--- config.mk ---
export PLATFORM = sky130hd
export DESIGN_NAME = rca_seq_ctrl
export DESIGN_NICKNAME = d
export VERILOG_FILES = /design/src/rtl/rca_pkg.sv /design/src/rtl/rca_behavioural.sv /design/src/rtl/rca_seq_ctrl.sv
export SDC_FILE = /design/constraint.sdc
export NUM_CORES = 1
export LEC_CHECK = 0
export BUFFER_PORTS_ARGS = -buffer_cell sky130_fd_sc_hd__buf_2
export CORE_UTILIZATION = 55
export CTS_CLUSTER_DIAMETER = 60
export DETAILED_ROUTE_END_ITERATION = 7
export GPL_ROUTABILITY_DRIVEN = 0
export GPL_TIMING_DRIVEN = 0
export PLACE_DENSITY = 0.79
export SYNTH_ARGS = -nofsm -noshare
export SYNTH_HDL_FRONTEND = slang
export SYNTH_HIERARCHICAL = 1
export SYNTH_SLANG_ARGS = --single-unit
--- constraint.sdc ---
create_clock -name clk -period 7.19 [get_ports clk]
set_clock_uncertainty 0.1 [all_clocks]
set_input_delay 1.0785 -clock clk [delete_from_list [all_inputs] [get_ports clk]]
set_output_delay 1.0785 -clock clk [all_outputs]
set_load 0.005 [all_outputs]
--- src/rtl/rca_pkg.sv ---
// +----------------------------------------------------------------------+
// | rca_pkg : shared types and sizing helpers for the sliced RCA sequencer |
// | Revision: 1.0                                                          |
// +----------------------------------------------------------------------+
`default_nettype none

package rca_pkg;

    typedef enum logic [1:0] {
        IDLE = 2'd0,
        RUN  = 2'd1,
        DONE = 2'd2
    } state_t;

    localparam int SLICE_W = 4;

    function automatic int nslice_of(input int width, input int slice);
        return width / slice;
    endfunction

    // A single-slice datapath still needs a 1-bit index.
    function automatic int idx_width(input int nslice);
        return (nslice <= 1) ? 1 : $clog2(nslice);
    endfunction

endpackage

`default_nettype wire

--- src/rtl/rca_behavioural.sv ---
// +----------------------------------------------------------------------+
// | rca_behavioural : SLICE_W-bit ripple-carry adder slice                 |
// | Revision: 1.0                                                          |
// +----------------------------------------------------------------------+
`default_nettype none

module rca_behavioural
    import rca_pkg::*;
(
    input  logic [SLICE_W-1:0] a,
    input  logic [SLICE_W-1:0] b,
    input  logic               cin,
    output logic [SLICE_W-1:0] s,
    output logic               cout
);

    assign {cout, s} = {1'b0, a} + {1'b0, b} + {{SLICE_W{1'b0}}, cin};

endmodule

`default_nettype wire

--- src/rtl/rca_seq_ctrl.sv ---
// +----------------------------------------------------------------------+
// | rca_seq_ctrl : WIDTH-bit add/sub, one SLICE-bit RCA time-shared LSB-first |
// | Revision: 1.0                                                          |
// +----------------------------------------------------------------------+
`default_nettype none

module rca_seq_ctrl
    import rca_pkg::*;
#(
    parameter int WIDTH = 16,
    parameter int SLICE = SLICE_W
) (
    input  logic             clk,
    input  logic             rst,
    input  logic             in_valid,
    output logic             in_ready,
    input  logic [WIDTH-1:0] a,
    input  logic [WIDTH-1:0] b,
    input  logic             cin,
    input  logic             sub,
    output logic             out_valid,
    input  logic             out_ready,
    output logic [WIDTH-1:0] sum,
    output logic             cout,
    output logic             ovf,
    output logic             busy
);

    localparam int NSLICE = nslice_of(WIDTH, SLICE);
    localparam int IDX_W  = idx_width(NSLICE);
    localparam int MSB    = WIDTH - 1;
    localparam logic [IDX_W-1:0] LAST_IDX = IDX_W'(NSLICE - 1);

    state_t           state_q;
    logic [WIDTH-1:0] a_q;
    logic [WIDTH-1:0] b_q;
    logic [WIDTH-1:0] sum_q;
    logic [IDX_W-1:0] idx_q;
    logic             carry_q;
    logic             cout_q;
    logic             ovf_q;
    logic             out_valid_q;
    logic             busy_q;

    logic [SLICE-1:0] slice_a;
    logic [SLICE-1:0] slice_b;
    logic [SLICE-1:0] slice_s;
    logic             slice_cout;

    assign slice_a = a_q[idx_q*SLICE +: SLICE];
    assign slice_b = b_q[idx_q*SLICE +: SLICE];

    rca_behavioural u_slice_adder (
        .a    (slice_a),
        .b    (slice_b),
        .cin  (carry_q),
        .s    (slice_s),
        .cout (slice_cout)
    );

    always_ff @(posedge clk or posedge rst) begin
        if (rst) begin
            state_q     <= IDLE;
            a_q         <= '0;
            b_q         <= '0;
            sum_q       <= '0;
            idx_q       <= '0;
            carry_q     <= 1'b0;
            cout_q      <= 1'b0;
            ovf_q       <= 1'b0;
            out_valid_q <= 1'b0;
            busy_q      <= 1'b0;
        end else begin
            case (state_q)
                IDLE: begin
                    if (in_valid) begin
                        a_q     <= a;
                        b_q     <= sub ? ~b : b;
                        carry_q <= sub ? 1'b1 : cin;
                        idx_q   <= '0;
                        busy_q  <= 1'b1;
                        state_q <= RUN;
                    end
                end
                RUN: begin
                    sum_q[idx_q*SLICE +: SLICE] <= slice_s;
                    carry_q                     <= slice_cout;
                    // Index parks on the last slice instead of wrapping.
                    if (idx_q == LAST_IDX) begin
                        cout_q      <= slice_cout;
                        ovf_q       <= (a_q[MSB] == b_q[MSB]) && (slice_s[SLICE-1] != a_q[MSB]);
                        out_valid_q <= 1'b1;
                        state_q     <= DONE;
                    end else begin
                        idx_q <= idx_q + 1'b1;
                    end
                end
                DONE: begin
                    if (out_ready) begin
                        out_valid_q <= 1'b0;
                        busy_q      <= 1'b0;
                        state_q     <= IDLE;
                    end
                end
                default: begin
                    state_q <= IDLE;
                end
            endcase
        end
    end

    assign in_ready  = (state_q == IDLE) && !rst;
    assign out_valid = out_valid_q;
    assign sum       = sum_q;
    assign cout      = cout_q;
    assign ovf       = ovf_q;
    assign busy      = busy_q;

endmodule

`default_nettype wire

==> implementation parameters, run 1 <==
Parameter                              Value

Die
  Ports placed on the boundary    59
  Placement row count    25
  Area enclosed by the die boundary    0.00540 mm^2
  Width of the chip    73.5 um
  Std-Cell Core Area    0.00482 mm^2
  Initial core utilization    0.583
  Die Height    73.5 um

Clocking
  Quantity of gates resized following cts    0
  Setup Buffers After CTS    0
  CTS Buf Count    9
  Worst skew pair latency    0.33 ns
  Clock Tree Root    clkbuf_8
  Clock tree from TritonCTS    done
  CTS Hold Bufs    0
  Level count of the clock H-tree    3
  Number of buffers on the longest clock path    2
  Count of clock tree sinks    57
  Clock transition at the registers of the reported paths    0.06 ns

Power and ir drop
  Total Power Consumption    0.00169 W
  Switching Share    0.400
  Power per Cell Area    497 mW/mm^2
  Net switching power    0.000675 W
  Flop pwr share    0.323
  Leakage power total    1.63 nW
  Clock power share    0.167
  Worst-case vdd ir drop    0.323 mV
  Design internal power    0.00101 W
  Relative contribution of combinational cells to total power    0.510

Final layout
  Net total in the final layout    338
  Post-route insts no fill    362
  Area Growth Syn to Fin    20.7%
  Layout cells sized above 1    0.342
  N_diodes    0

Critical path
  Endpoint type of the worst setup path    register
  Category of the worst setup path launch point    register
  Maximum single-stage delay on the critical path    0.60 ns
  CP Cell Sequence    buf_2, mux4_2, fa_1, a21o_1, a21oi_2, xnor2_1, and3b_1, a21oi_1, o21ai_1
  Worst-path cell with the longest stage delay    mux4_2
  Worst path buffer plus inverter count    1
  Highest fanout seen on the critical path    10
  Crit Path Category    register to register
  Required time of the worst setup path    7.30 ns
  Data arrival time of the worst path    3.44 ns
  Gate family responsible for the most delay along the worst path    multiplexers

Routing
  Vias after detailed routing    1932
  Vias/cell    5.34
  Initial DRC Count    86
  Routed length per placed instance    15.2 um
  Routed wire length    5490 um
  Drc violations    0
  Number of nets with antenna violations after routing    0
  Router iterations before antenna repair    4

Global route
  Remaining global-route overflow    0
  Met1 demand-to-capacity share in global routing    0.304
  Initial antenna violation count    0
  Met3 usage in global routing    0.0604
  Total global-route track usage    0.238
  Met2 Usage GRT    0.389
  Vias in the first global route    1958
  Largest net degree at the start of global routing    33
  Grt peak-use layer    met2
  Global-route wire length before repair    9240 um

STA
  Number of endpoints failing setup at the final stage    0
  Time the final worst path needs with I/O delays and setup    3.32 ns
  Smallest setup slack after layout    3.87 ns
  Hold Fails Final Rpt    0
  Max-Slew Margin vs Limit    0.578
  Final-report max-slew violation count    0
  Transition time of the tightest slew-check pin    0.628 ns
  Crit share post-route    0.462
  Final total negative setup slack    0 ns
  Setup repair after global routing missed its margin    false
  Max Freq    301 MHz

Yosys
  Post-synth top area share    0.508
  Syn nets    269
  Mapped cell area    0.00281 mm^2
  Dominant cell type by area after synthesis    dfrtp_1
  Synthesized area per cell    12.7 um^2
  Post-synthesis cell type count    31
  Share of the yosys chip area belonging to registers    0.508
  Top cells by area, synth    dfrtp_1 (51%), mux2_1 (6.8%), mux4_2 (6.4%)
  Post-Synthesis Cells    221
  Number of warnings reported in the yosys synthesis log    6
  Register bit total from synthesis    57

Worst hold path
  Worst min-delay path category    register to register

Placed design
  I/O Buffers    57
  Post-DP HPWL    3990 um
  Worst slack at placement    3.86 ns
  Number of placed cells counting well taps    346

Run
  MaxCap Viol Count    0

Status
  Outcome    complete, no violations
==> logic make-up after synthesis <==
group	synth area share
adders and majority gates	0.0499
xor gates and xnor gates	0.0561
DFF	0.508
AOI/OAI and AO/OA	0.110
and+or+nand+nor	0.104
buffers and inverters	0.0365
muxes	0.136
==> per-stage QoR <==
step	utilization	hold slack [ns]	instance area [um^2]
3_3_place_gp	0.660	0.364	3180
3_5_place_dp	0.664	0.374	3200
4_1_cts	0.704	0.386	3390
2_1_floorplan	-	0.352	2810
5_1_grt	0.704	0.400	3390
6_report	0.704	0.382	3390
==> cell type report <==
type,instances,area (um^2)
Buffer,11,68.8
Clock buffer,14,183
Clock inverter,2,10.0
Fill cell,392,1430
Inverter,9,33.8
Multi-Input combinational cell,144,1280
Sequential cell,57,1430
Tap cell,67,83.8
Timing Repair Buffer,58,305
==> sequential cells by signal, indices dropped and copies added, names as in the netlist <==
| name | count |
|---|---|
| a_q | 16 |
| b_q | 16 |
| busy | 1 |
| carry_q | 1 |
| cout | 1 |
| idx_q | 2 |
| out_valid | 1 |
| ovf | 1 |
| state_q | 2 |
| sum | 16 |
==> worst paths after layout <==
kind                                       from             endpoint  slack (ns)  cells after the start
setup / recovery           idx_q[0]$_DFFE_PP0P_      ovf$_DFFE_PP0P_        3.87                      9
hold / removal                 cout$_DFFE_PP0P_     cout$_DFFE_PP0P_        0.38                      1
setup reg to reg           idx_q[0]$_DFFE_PP0P_      ovf$_DFFE_PP0P_        3.87                      9
hold reg to reg                cout$_DFFE_PP0P_     cout$_DFFE_PP0P_        0.38                      1
max in group asynchronous                   rst   a_q[8]$_DFFE_PP0P_        5.72                      3
min in group asynchronous                   rst  b_q[11]$_DFFE_PP0P_        0.71                      2
==> cell usage after synthesis, drive strengths merged <==
cell type,number
dfrtp,57
nor2,22
a21oi,20
mux2,18
xnor2,18
a22o,13
buf,11
inv,9
ha,8
mux4,8
o21ai,7
nand2,6
a32o,4
nand2b,3
fa,2
nand3b,2
nor2b,2
nor3b,2
nor4b,2
a21o,1
a2bb2oi,1
and2,1
and3b,1
and4b,1
and4bb,1
nor3,1
==> metal layers <==
metal | part of all wire | vias up
met5 | 0 | -
met3 | 0.040 | 11
li1 | - | 928
met1 | 0.44 | 940
met2 | 0.50 | 53
met4 | 0.021 | 0
==> cells in the final DEF, fill, tap and decap left out, drive strengths merged <==
master,count
and4b,1
buf,69
o21ai,7
a32o,4
nor4b,2
mux4,8
fa,2
a21oi,20
mux2,18
and3b,1
a22o,13
and4bb,1
a2bb2oi,1
xnor2,18
clkbuf,14
nor2b,2
a21o,1
nor3b,2
nor3,1
and2,1
nand2b,3
ha,8
nand2,6
nand3b,2
clkinv,2
dfrtp,57
inv,9
nor2,22
==> power groups by stage <==
stage          clock (W)  combinational [W]  sequential, W
2_1_floorplan          0           0.000633       0.000530
3_3_place_gp           0           0.000839       0.000542
3_5_place_dp           0           0.000862       0.000550
4_1_cts         0.000284           0.000867       0.000547
5_1_grt         0.000299           0.000956       0.000565
6_report        0.000281           0.000860       0.000545
Note: power is estimated with default switching activity, not from simulation.
==> run 2: changes to the inputs <==
- CORE_UTILIZATION: 55 -> 49
- PLACE_DENSITY: 0.79 -> 0.75
- clock period: 7.19 -> 2.9 ns (I/O delays scaled with it)
==> run 2 against run 1 <==
Effect of this change:
- largest power group unchanged
- sequential cell count unchanged
- combinational power increased to 2.8 times the previous value
- core utilization shrank 7.4 points
- sequential share of layout area decreased by 0.89 points
- register-to-register slack worse by 3.7 ns
- routed wire length increased by 0.49%
- fmax is 20% higher
- first-iteration DRC count is 1.2% lower
- clock-buffer cell count stayed put
==> implementation parameters, run 2 (synthesis gave the netlist of run 1 again) <==
Parameter                              Value

Final layout
  Post-route insts no fill    368
  Area Growth Syn to Fin    23.4%
  Net total in the final layout    339
  Most common cell after layout, fill and taps aside    buf_2
  Most frequent cells in the layout    buf_2 (62), dfrtp_1 (56), nor2_1 (22), a21oi_1 (18)
  N_diodes    0
  Fillers    433
  Layout cells sized above 1    0.351

Routing
  Routed wire length    5520 um
  Drc violations    0
  Routed met3 length    253 um
  Vias/cell    5.35
  Routed length per placed instance    15.0 um
  Vias after detailed routing    1968
  Detailed-route wire length on metal 1    2420 um
  Initial DRC Count    85
  Router iterations before antenna repair    5
  Amount of wire on met2 after detailed routing    2710 um
  Top Layer Used    met4
  Number of nets with antenna violations after routing    0

STA
  Final hold slack    0.0671 ns
  Number of endpoints failing setup at the final stage    0
  Max Freq    362 MHz
  Crit share post-route    0.952
  Final-report max-slew violation count    0
  Hold Fails Final Rpt    0
  Max-Slew Margin vs Limit    0.615
  Time the final worst path needs with I/O delays and setup    2.76 ns
  Transition time of the tightest slew-check pin    0.576 ns

Clocking
  Clock transition at the registers of the reported paths    0.06 ns
  CTS Buf Count    9
  Level count of the clock H-tree    3
  Worst skew pair latency    0.34 ns
  Clock Tree Root    clkbuf_8
  Count of clock tree sinks    57
  Clock tree from TritonCTS    done
  Number of buffers on the longest clock path    2

Critical path
  Required time of the worst setup path    3.03 ns
  Gate family responsible for the most delay along the worst path    compound AO/OA/AOI/OAI gates
  Endpoint of the worst-slack reg-to-reg timing path    ovf$_DFFE_PP0P_
  Path length in cells of the critical path    9
  Maximum single-stage delay on the critical path    0.54 ns
  R2R depth    9
  Crit Path Category    register to register
  Data arrival time of the worst path    2.89 ns
  Category of the worst setup path launch point    register
  Reg-to-Reg Start    idx_q[1]$_DFFE_PP0P_
  Worst path buffer plus inverter count    1
  Worst-path cell with the longest stage delay    mux4_2
  Slack of the worst reg-to-reg path    0.14 ns
  Endpoint type of the worst setup path    register
  Highest fanout seen on the critical path    10
  CP Cell Sequence    buf_6, mux4_2, fa_1, a21o_1, a21oi_4, xnor2_4, and3b_1, a21oi_2, o21ai_1

Placed design
  I/O Buffers    57
  Number of placed cells counting well taps    351
  Post-DP HPWL    4010 um

Worst hold path
  Worst min-delay path category    primary input to async pin

Die
  Placement row count    27
  Ports placed on the boundary    59
  Area enclosed by the die boundary    0.00604 mm^2
  Die Height    77.7 um
  Initial core utilization    0.510
  Std-Cell Core Area    0.00551 mm^2
  Width of the chip    77.7 um

Power and ir drop
  Power per Cell Area    1300 mW/mm^2
  Total Power Consumption    0.00450 W
  Leakage power total    1.65 nW
  Worst-case vdd ir drop    0.808 mV

Global route
  Largest net degree at the start of global routing    32
  Total global-route track usage    0.208
  Global-route wire length before repair    9240 um
  Remaining global-route overflow    0
  Initial antenna violation count    0
  Vias in the first global route    1925

Run
  MaxCap Viol Count    0

Status
  Outcome    complete, no violations
[run 2: cell types whose count changed in the layout (fill, tap and decap cells not counted), sizes merged]
cell    before  now
bufinv       0    1
clkinv       2    1
buf         69   70
[run 2: worst max path at each step]
stage	start	end	slack, ns
floorplan	idx_q[0]$_DFFE_PP0P_	ovf$_DFFE_PP0P_	0.07
global placement	idx_q[0]$_DFFE_PP0P_	ovf$_DFFE_PP0P_	-0.38
detailed placement	idx_q[0]$_DFFE_PP0P_	ovf$_DFFE_PP0P_	-0.36
CTS	idx_q[1]$_DFFE_PP0P_	ovf$_DFFE_PP0P_	0.06
global route	idx_q[0]$_DFFE_PP0P_	ovf$_DFFE_PP0P_	-0.002
finish	idx_q[1]$_DFFE_PP0P_	ovf$_DFFE_PP0P_	0.14
[run 2: metal layers]
layer  up-vias  global-route usage
li1        923                   -
met1       968               0.271
met2        65               0.325
met3        12              0.0388
met4         0               0.119
met5         -                   0
[run 2: layout make-up]
type | count | area [um^2] | share of cell area
repair buffers | 59 | 313 | 0.0902
clock inverters | 2 | 35.0 | 0.0101
multi-input cells | 144 | 1310 | 0.378
plain buffers | 11 | 85.1 | 0.0245
well taps | 72 | 90.1 | 0.0260
clock buffers | 14 | 173 | 0.0498
inverters | 9 | 33.8 | 0.00974
flip-flops and latches | 57 | 1430 | 0.412
[run 2: repair_timing]
item,in CTS,in global routing
gates cloned,0,0
gates resized for setup,5,5
hold buffers,0,0
pin swaps,0,1
buffers inserted,1,0
setup endpoints to repair,8,1
[run 2: power breakdown]
| part | leakage [nW] | switching (W) | internal, W |
|---|---|---|---|
| Sequential | 0.687 | 0.000197 | 0.00114 |
| Clock | 0.107 | 0.000303 | 0.000466 |
| Combinational | 0.857 | 0.00127 | 0.00112 |
| Total | 1.65 | 0.00177 | 0.00273 |
[run 2: per-stage QoR]
step	utilization	TNS (ns)	instance area (um^2)	worst slack, ns
after global routing	0.630	-0.00245	3470	-0.00245
final	0.630	0	3470	0.138
after global placement	0.579	-0.775	3190	-0.376
after CTS	0.624	0	3440	0.0623
after floorplan	-	0	2810	0.0663
after detailed placement	0.582	-0.717	3210	-0.364
[run 2: worst reg2reg max path: stages (launching register included)]
cell and delay (ns):
dfrtp_1 0.39, buf_6 0.18, mux4_2 0.54, fa_1 0.43, a21o_1 0.22, a21oi_4 0.18
xnor2_4 0.18, and3b_1 0.23, a21oi_2 0.13, o21ai_1 0.07
==> run 3: changes to the inputs <==
- BUFFER_PORTS_ARGS: -buffer_cell sky130_fd_sc_hd__buf_2 -> default
- CORE_UTILIZATION: 49 -> 55
- DONT_BUFFER_PORTS: default -> 1
- PLACE_DENSITY: 0.75 -> 0.84
==> run 3 against run 2 <==
Effect of this change:
- via count is 13% lower
- setup slack worse by 0.0087 ns
- final area fell by 8.2%
- die area down 11%
- core utilization up 3.1 points
- final cell count decreased by 16%
- global-route usage rose by 1.6 points
- largest cell class unchanged
- highest routed layer unchanged
==> implementation parameters, run 3 (synthesis gave the netlist of run 1 again) <==
Parameter                              Value

Power and ir drop
  Flop pwr share    0.314
  Switching Share    0.394
  Worst-case vdd ir drop    0.698 mV
  Power per Cell Area    1370 mW/mm^2
  Design internal power    0.00265 W
  Leakage power total    1.41 nW
  Net switching power    0.00172 W
  Clock power share    0.175
  Relative contribution of combinational cells to total power    0.512

Clocking
  Worst skew pair latency    0.34 ns
  Clock tree from TritonCTS    done
  Level count of the clock H-tree    3
  CTS Buf Count    9
  Number of buffers on the longest clock path    2
  Clock Tree Root    clkbuf_8
  Clock transition at the registers of the reported paths    0.06 ns
  Count of clock tree sinks    57

Final layout
  Post-route insts no fill    308
  Net total in the final layout    283
  Layout cells sized above 1    0.192
  Most common cell after layout, fill and taps aside    dfrtp_1
  Area Growth Syn to Fin    13.4%
  Utilization after layout    0.661
  Area of all placed cells without fillers    0.00319 mm^2
  Most frequent cells in the layout    dfrtp_1 (56), nor2_1 (22), a21oi_1 (19), xnor2_1 (17), mux2_1 (17)

Status
  Outcome    complete, no violations

Routing
  Routed length per placed instance    16.8 um
  Vias after detailed routing    1716
  Routed met3 length    301 um
  Vias/cell    5.57
  Top Layer Used    met4
  Drc violations    0
  Initial DRC Count    93
  Amount of wire on met2 after detailed routing    2520 um
  Router iterations before antenna repair    4
  Routed wire length    5180 um
  Number of nets with antenna violations after routing    0
  Detailed-route wire length on metal 1    2290 um

STA
  Time the final worst path needs with I/O delays and setup    2.77 ns
  Final-report max-slew violation count    0
  Transition time of the tightest slew-check pin    0.506 ns
  Crit share post-route    0.955
  Max-Slew Margin vs Limit    0.660
  Number of endpoints failing setup at the final stage    0
  Setup repair after global routing missed its margin    false
  Max Freq    361 MHz
  Hold Fails Final Rpt    0

Die
  Die Height    73.5 um
  Std-Cell Core Area    0.00482 mm^2
  Ports placed on the boundary    59
  Area enclosed by the die boundary    0.00540 mm^2
  Placement row count    25
  Width of the chip    73.5 um
  Initial core utilization    0.583

Global route
  Global-route wire length before repair    8600 um
  Largest net degree at the start of global routing    44
  Initial antenna violation count    1
  Vias in the first global route    1718
  Total global-route track usage    0.224
  Remaining global-route overflow    0

Run
  MaxCap Viol Count    0

Critical path
  Maximum single-stage delay on the critical path    0.53 ns
  Crit Path Category    register to register
  Gate family responsible for the most delay along the worst path    compound AO/OA/AOI/OAI gates
  Required time of the worst setup path    3.03 ns
  Category of the worst setup path launch point    register
  CP Cell Sequence    buf_8, mux4_2, fa_1, a21o_1, a21oi_4, xnor2_4, and3b_1, a21oi_1, o21ai_1
  Slack of the worst reg-to-reg path    0.13 ns
  Endpoint type of the worst setup path    register
  Worst path buffer plus inverter count    1
  Worst-path cell with the longest stage delay    mux4_2
  Highest fanout seen on the critical path    10
  Data arrival time of the worst path    2.90 ns

Placed design
  Post-DP HPWL    3790 um
  Placement-stage cell area    0.00291 mm^2
  Number of placed cells counting well taps    289
  I/O Buffers    0

Worst hold path
  Worst min-delay path category    primary input to register
run 3: final timing paths:
path,startpoint,end,cells after the start
worst min-delay path,out_ready,state_q[1]$_DFFE_PP0P_,1
worst min register to register,a_q[6]$_DFFE_PP0P_,a_q[6]$_DFFE_PP0P_,1
worst max register to register,idx_q[0]$_DFFE_PP0P_,ovf$_DFFE_PP0P_,9
min in group asynchronous,rst,sum[15]$_DFFE_PP0P_,2
max in group asynchronous,rst,idx_q[0]$_DFFE_PP0P_,3
worst max-delay path,idx_q[0]$_DFFE_PP0P_,ovf$_DFFE_PP0P_,9
run 3: stage by stage:
stage	total power [W]	TNS [ns]	hold WS (ns)	worst slack [ns]
floorplan	0.00288	0	0.352	0.0663
global placement	0.00331	-0.500	0.363	-0.294
detailed placement	0.00339	-0.606	0.192	-0.314
CTS	0.00423	0	0.113	0.0319
global route	0.00470	0	0.108	0.0269
finish	0.00437	0	0.123	0.129
run 3: timing repair:
action | in CTS | in global routing
setup endpoints to repair | 6 | 1
pin swaps | 0 | 1
buffers inserted | 0 | 1
endpoints found under the hold margin | 14 | 0
gates resized for setup | 5 | 4
hold buffers | 1 | 0
cloned | 0 | 0
run 3: area by class of cell:
cell class / count / area, um^2
sequential: 57 / 1430
clock inverter: 2 / 35.0
multi-input combinational: 144 / 1310
timing repair buffer: 3 / 37.5
antenna: 1 / 2.50
clock buffer: 14 / 173
fill: 373 / 1630
inverter: 9 / 33.8
buffer: 11 / 85.1
tap: 67 / 83.8
run 3: power groups by stage:
| stage | clock, W | combinational, W | sequential, W |
|---|---|---|---|
| 6_report | 0.000764 | 0.00224 | 0.00137 |
| 5_1_grt | 0.000820 | 0.00246 | 0.00142 |
| 4_1_cts | 0.000779 | 0.00207 | 0.00138 |
| 3_5_place_dp | 0 | 0.00200 | 0.00139 |
| 3_3_place_gp | 0 | 0.00194 | 0.00137 |
| 2_1_floorplan | 0 | 0.00157 | 0.00131 |
run 3: routing by layer:
| metal | GRT usage | up-vias |
|---|---|---|
| met3 | 0.0933 | 11 |
| met5 | 0 | - |
| met1 | 0.280 | 840 |
| met4 | 0.0769 | 0 |
| li1 | - | 812 |
| met2 | 0.352 | 53 |
